===== src/rtl/sqsum_decode.sv =====
// Sum-of-squares decoder: finds the smallest n with 1^2+..+n^2 >= target.
// Optional `sum` result port is enabled by defining SQSUM_DECODE_SUM_OUT_EN.
//
// state | meaning
// IDLE  | waiting for en; results from the last search are held
// RUN   | one candidate order checked per clock
// DONE  | results presented with valid for one cycle
module sqsum_decode #(
    parameter int MAX_N = 15
) (
    input  logic        clk,
    input  logic        rst,
    input  logic        en,
    input  logic [10:0] target,
    output logic        busy,
    output logic        valid,
    output logic [3:0]  order,
    output logic        exact,
    output logic        overflow
`ifdef SQSUM_DECODE_SUM_OUT_EN
    ,
    output logic [10:0] sum
`endif
);

    typedef enum logic [1:0] {
        IDLE = 2'd0,
        RUN  = 2'd1,
        DONE = 2'd2
    } state_t;

    localparam logic [3:0] N_LAST = 4'(MAX_N);

    state_t      state;
    logic [3:0]  n;
    logic [10:0] acc;
    logic [10:0] tgt;
    // sq tracks (n+1)^2 so the next accumulation needs no multiplier
    logic [7:0]  sq;

    assign busy = (state != IDLE);

    always_ff @(posedge clk) begin
        if (!rst) begin
            state    <= IDLE;
            n        <= 4'd0;
            acc      <= 11'd0;
            tgt      <= 11'd0;
            sq       <= 8'd1;
            valid    <= 1'b0;
            order    <= 4'd0;
            exact    <= 1'b0;
            overflow <= 1'b0;
`ifdef SQSUM_DECODE_SUM_OUT_EN
            sum      <= 11'd0;
`endif
        end else begin
            valid <= 1'b0;
            case (state)
                IDLE: begin
                    if (en) begin
                        tgt      <= target;
                        n        <= 4'd0;
                        acc      <= 11'd0;
                        sq       <= 8'd1;
                        order    <= 4'd0;
                        exact    <= 1'b0;
                        overflow <= 1'b0;
`ifdef SQSUM_DECODE_SUM_OUT_EN
                        sum      <= 11'd0;
`endif
                        state    <= RUN;
                    end
                end
                RUN: begin
                    if (acc >= tgt) begin
                        order    <= n;
                        exact    <= (acc == tgt);
                        overflow <= 1'b0;
                        valid    <= 1'b1;
`ifdef SQSUM_DECODE_SUM_OUT_EN
                        sum      <= acc;
`endif
                        state    <= DONE;
                    end else if (n == N_LAST) begin
                        order    <= N_LAST;
                        exact    <= 1'b0;
                        overflow <= 1'b1;
                        valid    <= 1'b1;
`ifdef SQSUM_DECODE_SUM_OUT_EN
                        sum      <= acc;
`endif
                        state    <= DONE;
                    end else begin
                        n   <= n + 4'd1;
                        acc <= acc + {3'b000, sq};
                        // (n+2)^2 = (n+1)^2 + 2n + 3; the wrap after n=14 is never consumed
                        sq  <= sq + {3'b000, n, 1'b0} + 8'd3;
                    end
                end
                DONE: begin
                    state <= IDLE;
                end
                default: begin
                    state <= IDLE;
                end
            endcase
        end
    end

endmodule

===== config.mk =====
export PLATFORM = sky130hd
export DESIGN_NAME = sqsum_decode
export DESIGN_NICKNAME = d
export VERILOG_FILES = /design/src/rtl/sqsum_decode.sv
export SDC_FILE = /design/constraint.sdc
export NUM_CORES = 1
export LEC_CHECK = 0
export CORE_MARGIN = 2
export CORE_UTILIZATION = 52
export DETAILED_ROUTE_END_ITERATION = 8
export GPL_TIMING_DRIVEN = 0
export PLACE_DENSITY = 0.79
export SYNTH_ARGS = -nofsm -noshare
export SYNTH_HDL_FRONTEND = slang
export SYNTH_SLANG_ARGS = --single-unit

===== constraint.sdc =====
create_clock -name clk -period 2.1 [get_ports clk]
set_input_delay 0.315 -clock clk [delete_from_list [all_inputs] [get_ports clk]]
set_output_delay 0.315 -clock clk [all_outputs]
set_load 0.02 [all_outputs]

# Yosys cells after proc, flatten, opt, wreduce, memory -nomap -nowiden
# Index checks and enable logic that the tools add are counted.
word_totals:
  register_bits: 43
  inputBits: 14
  output_inout_bits: 8
op_classes:
  add_sub_neg: 4
  n_lt_le_gt_ge: 1
  eq_ne: 7
  n_mux: 28
  reduce_logical: 8
op_table:
  columns: ["cell", "count"]
  rows:
  - ["11-bit 2-to-1 mux", 3]
  - ["8-bit 2-to-1 mux", 3]
  - ["11-bit case mux with 2 select lines", 1]
  - ["4-bit 2-to-1 mux", 5]
  - ["4-bit case mux with 2 select lines", 2]
  - ["8-bit case mux with 2 select lines", 1]
  - ["11-bit by 8-bit adder with 11-bit output", 1]
  - ["11-bit equality test", 1]
  - ["11-bit >= comparator", 1]
  - ["8-bit by 2-bit adder with 8-bit output (second input constant)", 1]
  - ["8-bit by 5-bit adder with 8-bit output", 1]
  - ["1-bit 2-to-1 mux", 7]
  - ["2-bit 2-to-1 mux", 3]
  - ["2-bit inequality test (second input constant)", 3]
  - ["2-bit AND reduction", 3]
  - ["4-bit by 1-bit adder with 4-bit output (second input constant)", 1]
  - ["4-bit equality test (second input constant)", 1]
  - ["1-bit case mux with 2 select lines", 2]
  - ["2-bit case mux with 2 select lines", 1]
  - ["4-bit AND reduction", 1]
  - ["2-bit nonzero test", 2]
  - ["3-bit inequality test (second input constant)", 1]
  - ["3-bit AND reduction", 1]
  - ["2-bit by 1-bit equality test with 1-bit output (second input constant)", 1]
  - ["2-bit logical NOT", 1]

# Logic depth before layout (Yosys ltp)
depth:
  ltp_word: 5
  ltp_mapped: 12

# Worst setup path after synthesis
# Ideal clock, no wire load.
synth_path:
  path_kind: "reg-to-reg"
  from: "register n[0]"
  to: "register sq[7]"
  setup_ps: 114
  arrival_ps: 2076
  required_time_ps: 1986
  setup_slack_ps: -89
  path_stages_with_launch: 13
  n_path_buf: 0
  cell_sequence: "dfxtp_1 inv_1 ha_1 inv_1 ha_1 inv_1 fa_1 nor2b_1 o21ai_0 nand2b_1 a31oi_1 a22o_1 a21o_1"
synth_between:
  elab_chain_len: 5
  word_cells_on_any_way: 8
  cone_classes: "add/sub: 2; eq/ne: 2; mux: 3; reduce/logical: 1"
synth_rtl:
  columns: ["element", "line", "text"]
  rows:
  - ["start, declared", "35", "logic [3:0] n;"]
  - ["start signal, assigned", "95", "n <= n + 4'd1;"]
  - ["8-bit by 5-bit adder with 8-bit output", "98", "sq <= sq + {3'b000, n, 1'b0} + 8'd3;"]
  - ["8-bit by 2-bit adder with 8-bit output", "98", null]
  - ["8-bit 2-to-1 mux", "85", "end else if (n == N_LAST) begin"]
  - ["8-bit 2-to-1 mux", "76", "if (acc >= tgt) begin"]
  - ["8-bit case mux with 2 select lines", "59", "case (state)"]
  - ["end signal, assigned", "98", null]
  - ["end, declared", "39", "logic [7:0] sq;"]
# Several ways; a longest one is shown, not always the timed one. The select of a mux whose other input is x is not followed.
# A chain may end at the register's enable or synchronous reset.

# Final worst setup path
layout_path:
  from: "register tgt[10]"
  to: "register acc[9]"
layout_between:
  elab_chain_len: 3
layout_rtl:
  columns: ["element", "line", "text"]
  rows:
  - ["start, declared", "37", "logic [10:0] tgt;"]
  - ["start signal, assigned", "62", "tgt <= target;"]
  - ["11-bit >= comparator", "76", null]
  - ["2-bit inequality test (no source line)", null, null]
  - ["4-bit AND reduction (no source line)", null, null]
  - ["end signal, assigned", "96", "acc <= acc + {3'b000, sq};"]
  - ["end, declared", "36", "logic [10:0] acc;"]
# No other way between the ends.

==> impl_metrics.tcl <==
set metrics [dict create \
    core_mm2 0.00469 \
    yosys.area_share.simple 0.211 \
    crit-reg2reg-launch "tgt[10]" \
    grt_pass1_vias 2505 \
    grt_pass1_wl_um 11500 \
    cts_buffer_depth 2 \
    portBuffers 21 \
    clkSlewWorstSetupHoldPaths_ns 0.09 \
    synth-compound-area-share 0.196 \
    row_count 25 \
    dpl_worst_slack_ns -0.295 \
    overflow 0 \
    cts_sinks 43 \
    fin_ws_ns -0.379 \
    fillerInstances 294 \
    critical-path-slowest-cell "nor3_4" \
    drt_iter0_markers 338 \
    firstDrtPassIters 5 \
    fin_total_pwr_uw 2510 \
    worst_r2r_path_depth 10 \
    cts_inserted_buffers 5 \
    cts_tree "done" \
    slowest_delay_ns 0.38 \
    status "complete, but fails checks" \
    whs_ns 0.465 \
    drive_gt1_frac 0.364 \
    worstSetupStartpointType "flop" \
    drc_errors 0 \
    crit_required_ns 2.33 \
    fin_nets 416 \
    antenna_found_initial 0 \
    routed_wl_um 9110 \
    min_to "tgt[1]" \
    hold_class "flop to flop" \
    rr_endpoint "acc[9]" \
    rsz0062_at_grt "yes" \
    synth-edff-count 0 \
    via_per_inst 6.49 \
    drv_slew 0 \
    die_w_um 73.6 \
    regToRegSetupSlack_ns -0.38 \
    pin_count 22 \
    failed_checks "negative setup slack" \
    post-route-period-util 1.18 \
    cpLargestDelayFamily "simple AND/OR/NAND/NOR gates" \
    slew-limit-headroom 0.499 \
    met1_length_um 3300 \
    insertion_delay_ns 0.30 \
    via_count 2758 \
    placed_cells 384 \
    critical_path_class "flop to flop" \
    tightest_slew_ns 0.751 \
    track_usage 0.280 \
    p_leak_uw 0.00146 \
    synthArstFlopShare 0 \
    ant_nets 0 \
    syn-cell-area_mm2 0.00252 \
    fin_cells 425 \
    cp_data_arrival_time_ns 2.71 \
    hpwl_um 4220 \
    ys_warn_count 0 \
    gp_congestion 0.932 \
    synth_cells 309 \
    dieArea_mm2 0.00542 \
    syn_area_per_cell_um2 8.16 \
    finalHoldViolCount 0 \
    cp-end-kind "flop" \
    power_density_mw_per_mm2 691 \
    worstHoldStart "tgt[1]" \
    start_util 0.538 \
    setup_viol 29 \
    path_max_fanout 8 \
    routed.top_layer "met4" \
    ys_ff_latch 43 \
    layout_min_cycle_time_ns 2.48 \
    max_freq_ghz 0.403 \
    wl_met2_um 4470 \
    worst_clock_skew_ns 0.0100 \
    synth_xor_area_frac 0.0313 \
    h-tree-depth 2 \
    ir_drop_uv 455 \
    synth.distinct_cells 45 \
    muxShareOfSynthArea 0.00446 \
    worstPathCellList "inv_2, ha_4, nand4_1, nor3_4, nor4b_4, buf_4, a21oi_4, buf_6, a22oi_1, o21ai_1" \
    finalInstanceArea_mm2 0.00363 \
    path_buf_inv 3 \
    syn_nets 354 \
    drt-wirelength-per-cell_um 21.4 \
    maxCapViolCount 0 \
    synth_top_family_by_area "simple AND/OR/NAND/NOR gates" \
    ys.flop_type "dfxtp_1" \
    die_y_um 73.6 \
    area_growth_pct 44.0 \
    grt_start_max_net_pins 13 \
    synthAdderAreaFrac 0.160 \
    n_antenna_cell 0 \
    yosysSeqAreaShare 0.341 \
    met3_length_um 708 \
    clk_root_buffer_cell "clkbuf_8" \
    hold_depth 2 \
    cts_hold_buf 0 \
    placed_cell_area_mm2 0.00280 \
]
placed cells by master (no fill, tap or decap), types with 3 or more instances in the layout:
master | synthesis | layout
a21oi_2 | 1 | 3
nor2_1 | 20 | 14
nand3_1 | 18 | 11
xor2_1 | 4 | 4
inv_4 | 0 | 3
o21ai_0 | 12 | 8
dfxtp_2 | 0 | 19
xnor2_1 | 5 | 5
nand2_1 | 43 | 41
buf_4 | 0 | 26
ha_4 | 0 | 10
or3_1 | 3 | 3
clkbuf_1 | 7 | 8
nand2b_1 | 5 | 5
clkbuf_8 | 0 | 5
ha_1 | 29 | 18
dfxtp_1 | 43 | 22
inv_1 | 27 | 14
a211oi_2 | 1 | 3
a21oi_1 | 30 | 27
buf_6 | 0 | 7
nand4_1 | 3 | 3
nor2_2 | 0 | 5
a21o_1 | 5 | 5
a211oi_1 | 6 | 4
and2_1 | 4 | 3
nand3_2 | 0 | 5
inv_2 | 0 | 10
o21ai_1 | 0 | 3
clkdlybuf4s50_1 | 0 | 21
nor3_1 | 5 | 3
stage by stage:
step / utilization / setup TNS [ns]
after floorplan: - / 0
after global placement: 0.598 / -3.32
after detailed placement: 0.598 / -3.75
after CTS: 0.721 / -0.0461
after global routing: 0.774 / -5.84
final: 0.774 / -5.67
tightest hold or removal path, cell delays in order (launching register included):
cell and delay (ns):
dfxtp_1 0.31, nand2_1 0.05, a21oi_1 0.05
flip-flops by register name (all words and copies together) (netlist names):
signal    count
acc          11
overflow      1
sq            8
state         2
tgt          11
exact         1
order         4
n             4
valid         1
cell usage after synthesis (2+ instances only):
library cell | instances | area share
dfxtp_1 | 43 | 0.34
nand2_1 | 43 | 0.064
a21oi_1 | 30 | 0.060
ha_1 | 29 | 0.14
inv_1 | 27 | 0.040
nor2_1 | 20 | 0.030
nand3_1 | 18 | 0.036
o21ai_0 | 12 | 0.024
clkbuf_1 | 7 | 0.010
a211oi_1 | 6 | 0.018
a21o_1 | 5 | 0.015
nand2b_1 | 5 | 0.012
nor3_1 | 5 | 0.0099
xnor2_1 | 5 | 0.017
a31oi_1 | 4 | 0.0099
and2_1 | 4 | 0.0099
xor2_1 | 4 | 0.014
nand4_1 | 3 | 0.0074
nor2b_1 | 3 | 0.0074
o31ai_1 | 3 | 0.0089
or3_1 | 3 | 0.0074
a22o_1 | 2 | 0.0069
a31o_2 | 2 | 0.0069
buf_2 | 2 | 0.0040
fa_1 | 2 | 0.016
nand3b_1 | 2 | 0.0060
o22ai_1 | 2 | 0.0050
worst max path at each step:
| stage | start | endpoint | slack, ns | cells past startpoint |
|---|---|---|---|---|
| finish | tgt[10] | acc[9] | -0.38 | 10 |
| global route | tgt[4] | acc[9] | -0.41 | 10 |
| CTS | acc[0] | acc[10] | -0.04 | 9 |
| detailed placement | acc[8] | sq[3] | -0.29 | 8 |
| global placement | acc[8] | sq[3] | -0.25 | 8 |
| floorplan | n[0] | sq[7] | 0.002 | 12 |
where the power goes:
part	leakage [uW]	switching, uW	internal (uW)	total, uW
sequential	0.000359	40.4	869	909
clock	0.0000513	303	349	652
combinational	0.00105	526	422	948
area by class of cell:
class | count | area (um2) | area share
inverters | 27 | 109 | 0.0300
clock buffers | 6 | 72.6 | 0.0200
plain buffers | 10 | 57.6 | 0.0158
flip-flops and latches | 43 | 892 | 0.246
well taps | 54 | 67.6 | 0.0186
multi-input cells | 229 | 1880 | 0.519
repair buffers | 55 | 520 | 0.143
clock inverters | 1 | 30.0 | 0.00826
routing by layer:
layer  GRT usage  vias to the layer above
met2       0.477                      197
met3      0.0453                       65
met4       0.127                        0
li1            -                     1202
met1       0.343                     1294
met5           0                        -
cell families after synthesis:
| family | after synthesis |
|---|---|
| buffers and inverters | 37 |
| muxes | 1 |
| AOI/OAI and AO/OA | 77 |
| adders and majority gates | 31 |
| xor gates and xnor gates | 9 |
| DFF | 43 |
| and+or+nand+nor | 111 |
timing repair:
action,in CTS,in global routing
hold endpoints to repair,0,0
cloned,1,1
resized for setup,62,57
buffers inserted,29,6
setup endpoints to repair,26,28
pin swaps,28,24
Note: power is estimated with default switching activity, not from simulation.
